### src/rtl/ode_pkg.sv
// Memory map, dimension limit and state types shared by the ODE host loader.
package ode_pkg;
  localparam int MAX_DIM   = 50;
  localparam int N_ADD     = 0;
  localparam int M_ADD     = 1;
  localparam int H_ADD     = 4;
  localparam int A_BASE    = 7;
  localparam int B_BASE    = 2507;
  localparam int X_BASE    = 5207;
  localparam int U_BASE    = 5257;
  localparam int XNEW_BASE = 5407;

  typedef enum logic [3:0] {
    IDLE, HDR, LOAD_A, LOAD_B, LOAD_X, LOAD_U, INIT, RUN, DRAIN
  } state_t;

  typedef enum logic [1:0] {D_ISSUE, D_CAPT, D_SHOW} drain_ph_t;
endpackage

### src/rtl/ode_host_loader.sv
// Host front end for the Euler ODE solver: loads the problem into solver RAM,
// sequences INT/PROCESS/DONE and streams the XNew vector back out.
//
// state  | meaning
// IDLE   | ready for n; INT/PROCESS low
// HDR    | accepting m (validated), then h
// LOAD_A | A matrix words, n x n
// LOAD_B | B matrix words, n x m
// LOAD_X | X vector words, n
// LOAD_U | U vector words, m
// INIT   | INT=1 PROCESS=0 for INIT_CYCLES
// RUN    | INT=1 PROCESS=1 until DONE or timeout
// DRAIN  | read XNew and present it on the output stream
module ode_host_loader #(
  parameter int ADDRESS_WIDTH = 13,
  parameter int DATA_WIDTH    = 64,
  parameter int MAX_DIM       = ode_pkg::MAX_DIM,
  parameter int INIT_CYCLES   = 4,
  parameter int TIMEOUT       = 65535
) (
  input  logic                     clk,
  input  logic                     rst_n,
  input  logic                     in_valid,
  output logic                     in_ready,
  input  logic [DATA_WIDTH-1:0]    in_data,
  output logic                     out_valid,
  input  logic                     out_ready,
  output logic [DATA_WIDTH-1:0]    out_data,
  output logic                     ram_enable_wr,
  output logic [ADDRESS_WIDTH-1:0] ram_add_wr,
  output logic [DATA_WIDTH-1:0]    ram_data_wr,
  output logic [ADDRESS_WIDTH-1:0] ram_add_rd,
  input  logic [DATA_WIDTH-1:0]    ram_data_rd,
  output logic                     solver_int,
  output logic                     solver_process,
  input  logic                     done,
  output logic                     busy,
  output logic                     err
);
  import ode_pkg::*;

  localparam int TMAX = (TIMEOUT > INIT_CYCLES) ? TIMEOUT : INIT_CYCLES;
  localparam int TW   = $clog2(TMAX + 1);

  state_t                   state, state_nxt;
  drain_ph_t                dph_q;
  logic [15:0]              n_q, m_q, row_q, col_q, col_lim;
  logic [ADDRESS_WIDTH-1:0] addr_q, next_base, wr_addr;
  logic [TW-1:0]            tmr_q;
  logic                     accept, hdr_m, bad_hdr, col_last, row_last, sec_end;
  logic                     wr_en, k_last;

  assign accept   = in_valid & in_ready;
  assign hdr_m    = (state == HDR) && (col_q == 16'd0);
  assign bad_hdr  = (n_q == 16'd0) || (n_q > 16'(MAX_DIM)) ||
                    (in_data[15:0] == 16'd0) || (in_data[15:0] > 16'(MAX_DIM));
  assign col_last = (col_q == col_lim - 16'd1);
  assign row_last = (row_q == n_q - 16'd1);
  assign sec_end  = col_last && (row_last || state == LOAD_X || state == LOAD_U);
  assign k_last   = (col_q == n_q - 16'd1);
  assign wr_en    = accept && !(hdr_m && bad_hdr);

  always_comb begin
    col_lim   = n_q;
    next_base = addr_q;
    case (state)
      LOAD_A:  next_base = ADDRESS_WIDTH'(B_BASE);
      LOAD_B:  begin col_lim = m_q; next_base = ADDRESS_WIDTH'(X_BASE); end
      LOAD_X:  next_base = ADDRESS_WIDTH'(U_BASE);
      LOAD_U:  col_lim = m_q;
      default: ;
    endcase
  end

  assign wr_addr = (state == IDLE) ? ADDRESS_WIDTH'(N_ADD) :
                   (state == HDR)  ? ((col_q == 16'd0) ? ADDRESS_WIDTH'(M_ADD)
                                                       : ADDRESS_WIDTH'(H_ADD)) :
                   addr_q;

  assign ram_enable_wr  = wr_en;
  assign ram_add_wr     = wr_en ? wr_addr : '0;
  assign ram_data_wr    = wr_en ? in_data : '0;
  assign busy           = (state != IDLE);
  assign solver_int     = (state == INIT) || (state == RUN);
  assign solver_process = (state == RUN);

  always_ff @(posedge clk or negedge rst_n) begin
    if (!rst_n) state <= IDLE;
    else        state <= state_nxt;
  end

  always_comb begin
    state_nxt = state;
    unique case (state)
      IDLE:   if (accept) state_nxt = HDR;
      HDR:    if (accept) begin
                if (!hdr_m)       state_nxt = LOAD_A;
                else if (bad_hdr) state_nxt = IDLE;
              end
      LOAD_A: if (accept && sec_end) state_nxt = LOAD_B;
      LOAD_B: if (accept && sec_end) state_nxt = LOAD_X;
      LOAD_X: if (accept && sec_end) state_nxt = LOAD_U;
      LOAD_U: if (accept && sec_end) state_nxt = INIT;
      INIT:   if (tmr_q == '0) state_nxt = RUN;
      RUN:    if (done) state_nxt = DRAIN;
              else if (tmr_q == '0) state_nxt = IDLE;
      DRAIN:  if (dph_q == D_SHOW && out_ready && k_last) state_nxt = IDLE;
      default: state_nxt = IDLE;
    endcase
  end

  always_ff @(posedge clk or negedge rst_n) begin
    if (!rst_n) begin
      in_ready   <= 1'b0;
      out_valid  <= 1'b0;
      out_data   <= '0;
      ram_add_rd <= '0;
      err        <= 1'b0;
      n_q        <= '0;
      m_q        <= '0;
      row_q      <= '0;
      col_q      <= '0;
      addr_q     <= '0;
      tmr_q      <= '0;
      dph_q      <= D_ISSUE;
    end else begin
      in_ready <= state_nxt inside {IDLE, HDR, LOAD_A, LOAD_B, LOAD_X, LOAD_U};
      case (state)
        IDLE: if (accept) begin
          n_q   <= in_data[15:0];
          err   <= 1'b0;
          col_q <= '0;
        end
        HDR: if (accept) begin
          if (!hdr_m) begin
            addr_q <= ADDRESS_WIDTH'(A_BASE);
            row_q  <= '0;
            col_q  <= '0;
          end else if (bad_hdr) begin
            err <= 1'b1;
          end else begin
            m_q   <= in_data[15:0];
            col_q <= 16'd1;
          end
        end
        LOAD_A, LOAD_B, LOAD_X, LOAD_U: if (accept) begin
          if (col_last) begin
            col_q <= '0;
            row_q <= row_q + 16'd1;
          end else begin
            col_q <= col_q + 16'd1;
          end
          // Sections are contiguous, so the running address only jumps at section ends.
          if (sec_end) begin
            row_q  <= '0;
            addr_q <= next_base;
          end else begin
            addr_q <= addr_q + 1'b1;
          end
          if (state == LOAD_U) tmr_q <= TW'(INIT_CYCLES - 1);
        end
        INIT: begin
          if (tmr_q == '0) tmr_q <= TW'(TIMEOUT - 1);
          else             tmr_q <= tmr_q - 1'b1;
        end
        RUN: begin
          if (done) begin
            ram_add_rd <= ADDRESS_WIDTH'(XNEW_BASE);
            col_q      <= '0;
            dph_q      <= D_ISSUE;
          end else if (tmr_q == '0) begin
            err <= 1'b1;
          end else begin
            tmr_q <= tmr_q - 1'b1;
          end
        end
        DRAIN: begin
          case (dph_q)
            D_ISSUE: dph_q <= D_CAPT;
            D_CAPT: begin
              out_data  <= ram_data_rd;
              out_valid <= 1'b1;
              dph_q     <= D_SHOW;
              // Prefetch the next element while this one waits for the sink.
              if (!k_last) ram_add_rd <= ram_add_rd + 1'b1;
            end
            D_SHOW: if (out_ready) begin
              out_valid <= 1'b0;
              col_q     <= col_q + 16'd1;
              dph_q     <= D_CAPT;
            end
            default: dph_q <= D_ISSUE;
          endcase
        end
        default: ;
      endcase
    end
  end
endmodule

### config.mk
export PLATFORM = sky130hd
export DESIGN_NAME = ode_host_loader
export DESIGN_NICKNAME = d
export VERILOG_FILES = /design/src/rtl/ode_pkg.sv /design/src/rtl/ode_host_loader.sv
export SDC_FILE = /design/constraint.sdc
export NUM_CORES = 1
export LEC_CHECK = 0
export ABC_AREA = 1
export CAP_MARGIN = 20
export CORE_MARGIN = 3
export CORE_UTILIZATION = 50
export CTS_BUF_LIST = sky130_fd_sc_hd__clkbuf_16
export CTS_CLUSTER_DIAMETER = 60
export DETAILED_ROUTE_END_ITERATION = 8
export DONT_BUFFER_PORTS = 1
export PLACE_DENSITY = 0.76
export SYNTH_ARGS = -nofsm -noshare
export SYNTH_HDL_FRONTEND = slang
export SYNTH_SLANG_ARGS = --single-unit
### constraint.sdc
create_clock -name clk -period 8.7 [get_ports clk]
set_clock_uncertainty 0.2 [all_clocks]
set_input_delay 1.74 -clock clk [delete_from_list [all_inputs] [get_ports clk]]
set_output_delay 1.74 -clock clk [all_outputs]
set_load 0.01 [all_outputs]
==> results.sh <==
export IMPL_clk_path_buf_depth=2
export IMPL_ys_seq_area_frac=0.388
export IMPL_cts_setup_buffers=0
export IMPL_synth_edf_count=0
export IMPL_status="complete, no violations"
export IMPL_clkTransAtPathRegs_ns=0.08
export IMPL_via_per_inst=5.50
export IMPL_vias=10100
export IMPL_nets=1688
export IMPL_rows=54
export IMPL_cts_made_buffers=17
export IMPL_grt_util_met1=0.357
export IMPL_post_place_cells=1805
export IMPL_holdBufCountCts=0
export IMPL_use_met2=0.362
export IMPL_ys_types=48
export IMPL_finalSetupViolations=0
export IMPL_io_pin_count=294
export IMPL_gr_usage_all_layers=0.244
export IMPL_max_stage_delay_ns=0.31
export IMPL_synthArstFlopShare=1.00
export IMPL_area_delta_synth_final_pct=6.88
export IMPL_p_per_area_nw_per_um2=327
export IMPL_cts_tree="yes"
export IMPL_syn_inst=1571
export IMPL_hpwl_mm=23.9
export IMPL_setup_tns_ns=0
export IMPL_routed_wl_mm=31.4
export IMPL_crit_fanout=62
export IMPL_yosys_warnings=0
export IMPL_grt_max_degree=180
export IMPL_crit_chain="nor4_1, nand3_1, nor4_1, and2_1, nor2_1, nand2_1, nand2_2, buf_12, nor2_1"
export IMPL_first_iter_violations=1086
export IMPL_syn_nets=1714
export IMPL_timing_fmax_mhz=186
export IMPL_overflow=0
export IMPL_grt_pass1_vias=9217
export IMPL_postSynthAreaPerCell_um2=7.34
export IMPL_root_buffer="clkbuf_16"
export IMPL_core_area_um2=22200
export IMPL_worstSetupPathType="input pin to primary output"
export IMPL_drv_cap=0
export IMPL_die_area_um2=24900
export IMPL_detail_route_first_pass_iterations=5
export IMPL_cts_htree_levels=4
export IMPL_hold_class="flip-flop to flip-flop"
export IMPL_die_y_um=158
export IMPL_crit_arrival_ns=3.43
export IMPL_fin_crit_ns=5.37
export IMPL_timing_critical_path_buf_inv=1
export IMPL_synth_main_ff_cell="dfrtp_1"
export IMPL_ant_nets=0
export IMPL_fillers=2050
export IMPL_wl_per_cell_um=17.1
export IMPL_critical_path_required_ns=6.76
export IMPL_syn_area_um2=11500
export IMPL_start_util=0.519
export IMPL_insertion_delay_ns=0.44
export IMPL_met3_usage=0.0457
export IMPL_startpoint_type="input pin"
export IMPL_antenna_found_initial=0
export IMPL_drt_drc_violations_left=0
export IMPL_slew_headroom=0.268
export IMPL_endpoint_kind="primary output"
export IMPL_io_buffers=0
export IMPL_tightest_slew_ns=1.10
export IMPL_cts_resized=0
export IMPL_slew_violations=0
export IMPL_cp_slowest_cell="nor4_1"
export IMPL_synth_top_area_frac=0.388
export IMPL_synth_top_area_cell="dfrtp_1"
export IMPL_p_leak_uw=0.00605
export IMPL_final_cells=1838
export IMPL_ir_worst_vdd_mv=0.165
export IMPL_ys_ff_latch=179
export IMPL_grt_pass1_wl_mm=48.5
export IMPL_insertedDiodeCount=0
export IMPL_fin_crit_sh=0.617
export IMPL_cts_sinks=179
export IMPL_rsz0062_at_grt="false"
export IMPL_busiest_layer="met2"
export IMPL_drive_gt1_frac=0.0937
export IMPL_hold_viol=0
export IMPL_place_congestion=1.01
export IMPL_crit_family="simple AND/OR/NAND/NOR gates"
export IMPL_die_x_um=158
export IMPL_synth_area_leaders="dfrtp_1 39%, nand2_1 12%, inv_1 7.7%"
==> power breakdown <==
group / switching, uW / internal (uW)
sequential: 219 / 1020
clock: 405 / 401
combinational: 1370 / 614
total: 1990 / 2040
==> metal layers <==
metal	vias up	part of all wire
li1	4908	-
met1	4778	0.44
met2	363	0.46
met3	62	0.070
met4	0	0.029
met5	-	0
==> synthesized netlist by cell type, drive strengths merged, types with 2 or more instances <==
master / number
o21bai: 2
xor2: 64
o21ai: 120
nand3: 113
o211ai: 6
a21oi: 15
nor3: 24
xnor3: 3
xnor2: 11
ha: 10
o21a: 2
a31oi: 2
clkbuf: 33
mux2: 64
nand4: 28
nand2: 379
or2: 5
a211oi: 2
inv: 240
dfrtp: 179
o2111ai: 2
buf: 17
nor2: 219
nor4: 10
nand3b: 11
==> cell families after synthesis <==
logic type                 share of synthesized area
adders and majority gates                     0.0109
muxes                                         0.0625
DFF                                            0.388
and+or+nand+nor                                0.297
buffers and inverters                          0.101
AOI/OAI and AO/OA                             0.0755
xor gates and xnor gates                      0.0649
==> registers in the layout, summed over array words and instances (netlist names) <==
register	cells
out_data	64
col_q	16
m_q	16
n_q	16
row_q	16
tmr_q	16
addr_q	13
ram_add_rd	13
state	4
dph_q	2
err	1
in_ready	1
out_valid	1
==> worst paths after layout <==
kind                                           from                   end  slack (ns)  depth (start not counted)
worst max-delay path                    in_data[13]       ram_data_wr[13]        3.33                          9
worst min-delay path            m_q[13]$_DFFE_PN0P_   m_q[13]$_DFFE_PN0P_        0.30                          2
worst max register to register   state[3]$_DFF_PN0_  row_q[4]$_DFFE_PN0P_        4.46                         19
worst min register to register  m_q[13]$_DFFE_PN0P_   m_q[13]$_DFFE_PN0P_        0.30                          2
max in group asynchronous                     rst_n  col_q[0]$_DFFE_PN0P_        7.01                          0
min in group asynchronous                     rst_n       err$_DFFE_PN0P_        0.79                          0
==> worst register-to-register path: cells and delay by family, from the launching register on <==
family          cells  cell delay (ns)
simple gates       15             2.97
fa+ha+maj           1             0.23
compound gates      2             0.20
buf+inv             1             0.07
flops               1             0.45
==> final cells by class <==
cell class / instances / area [um2] / area share
Tap cell: 280 / 350 / 0.0284
Clock buffer: 17 / 425 / 0.0345
Multi-Input combinational cell: 1101 / 5890 / 0.478
Sequential cell: 179 / 4480 / 0.363
Timing Repair Buffer: 5 / 57.6 / 0.00467
Clock inverter: 15 / 211 / 0.0172
Inverter: 241 / 905 / 0.0734
==> per-stage QoR <==
step	utilization	worst slack, ns	hold slack (ns)	power [uW]	instance area, um2
after CTS	0.553	2.86	0.307	4000	12300
after global routing	0.554	3.24	0.320	4350	12300
after floorplan	-	3.53	0.260	2750	11500
after detailed placement	0.525	2.86	0.291	3190	11700
final	0.554	3.33	0.302	4030	12300
after global placement	0.524	3.00	0.275	3140	11700
==> cell usage in the layout (no fill, tap or decap), types with 5 or more instances in the layout <==
cell,netlist,final
inv_1,238,238
xor2_1,64,64
nor2_1,207,206
nand2_2,11,13
clkinv_8,0,7
nor2_2,8,9
nand3_1,109,109
clkbuf_16,0,17
o21ai_1,23,23
ha_1,10,10
o21ai_0,96,96
a21oi_1,15,15
nand4_1,27,27
nand2_1,364,362
o211ai_1,6,6
nand3b_1,11,11
mux2_2,64,64
or2_2,5,5
xnor2_1,11,11
nor3_1,24,24
nor4_1,10,10
dfrtp_1,179,179
Note: power is estimated with default switching activity, not from simulation.
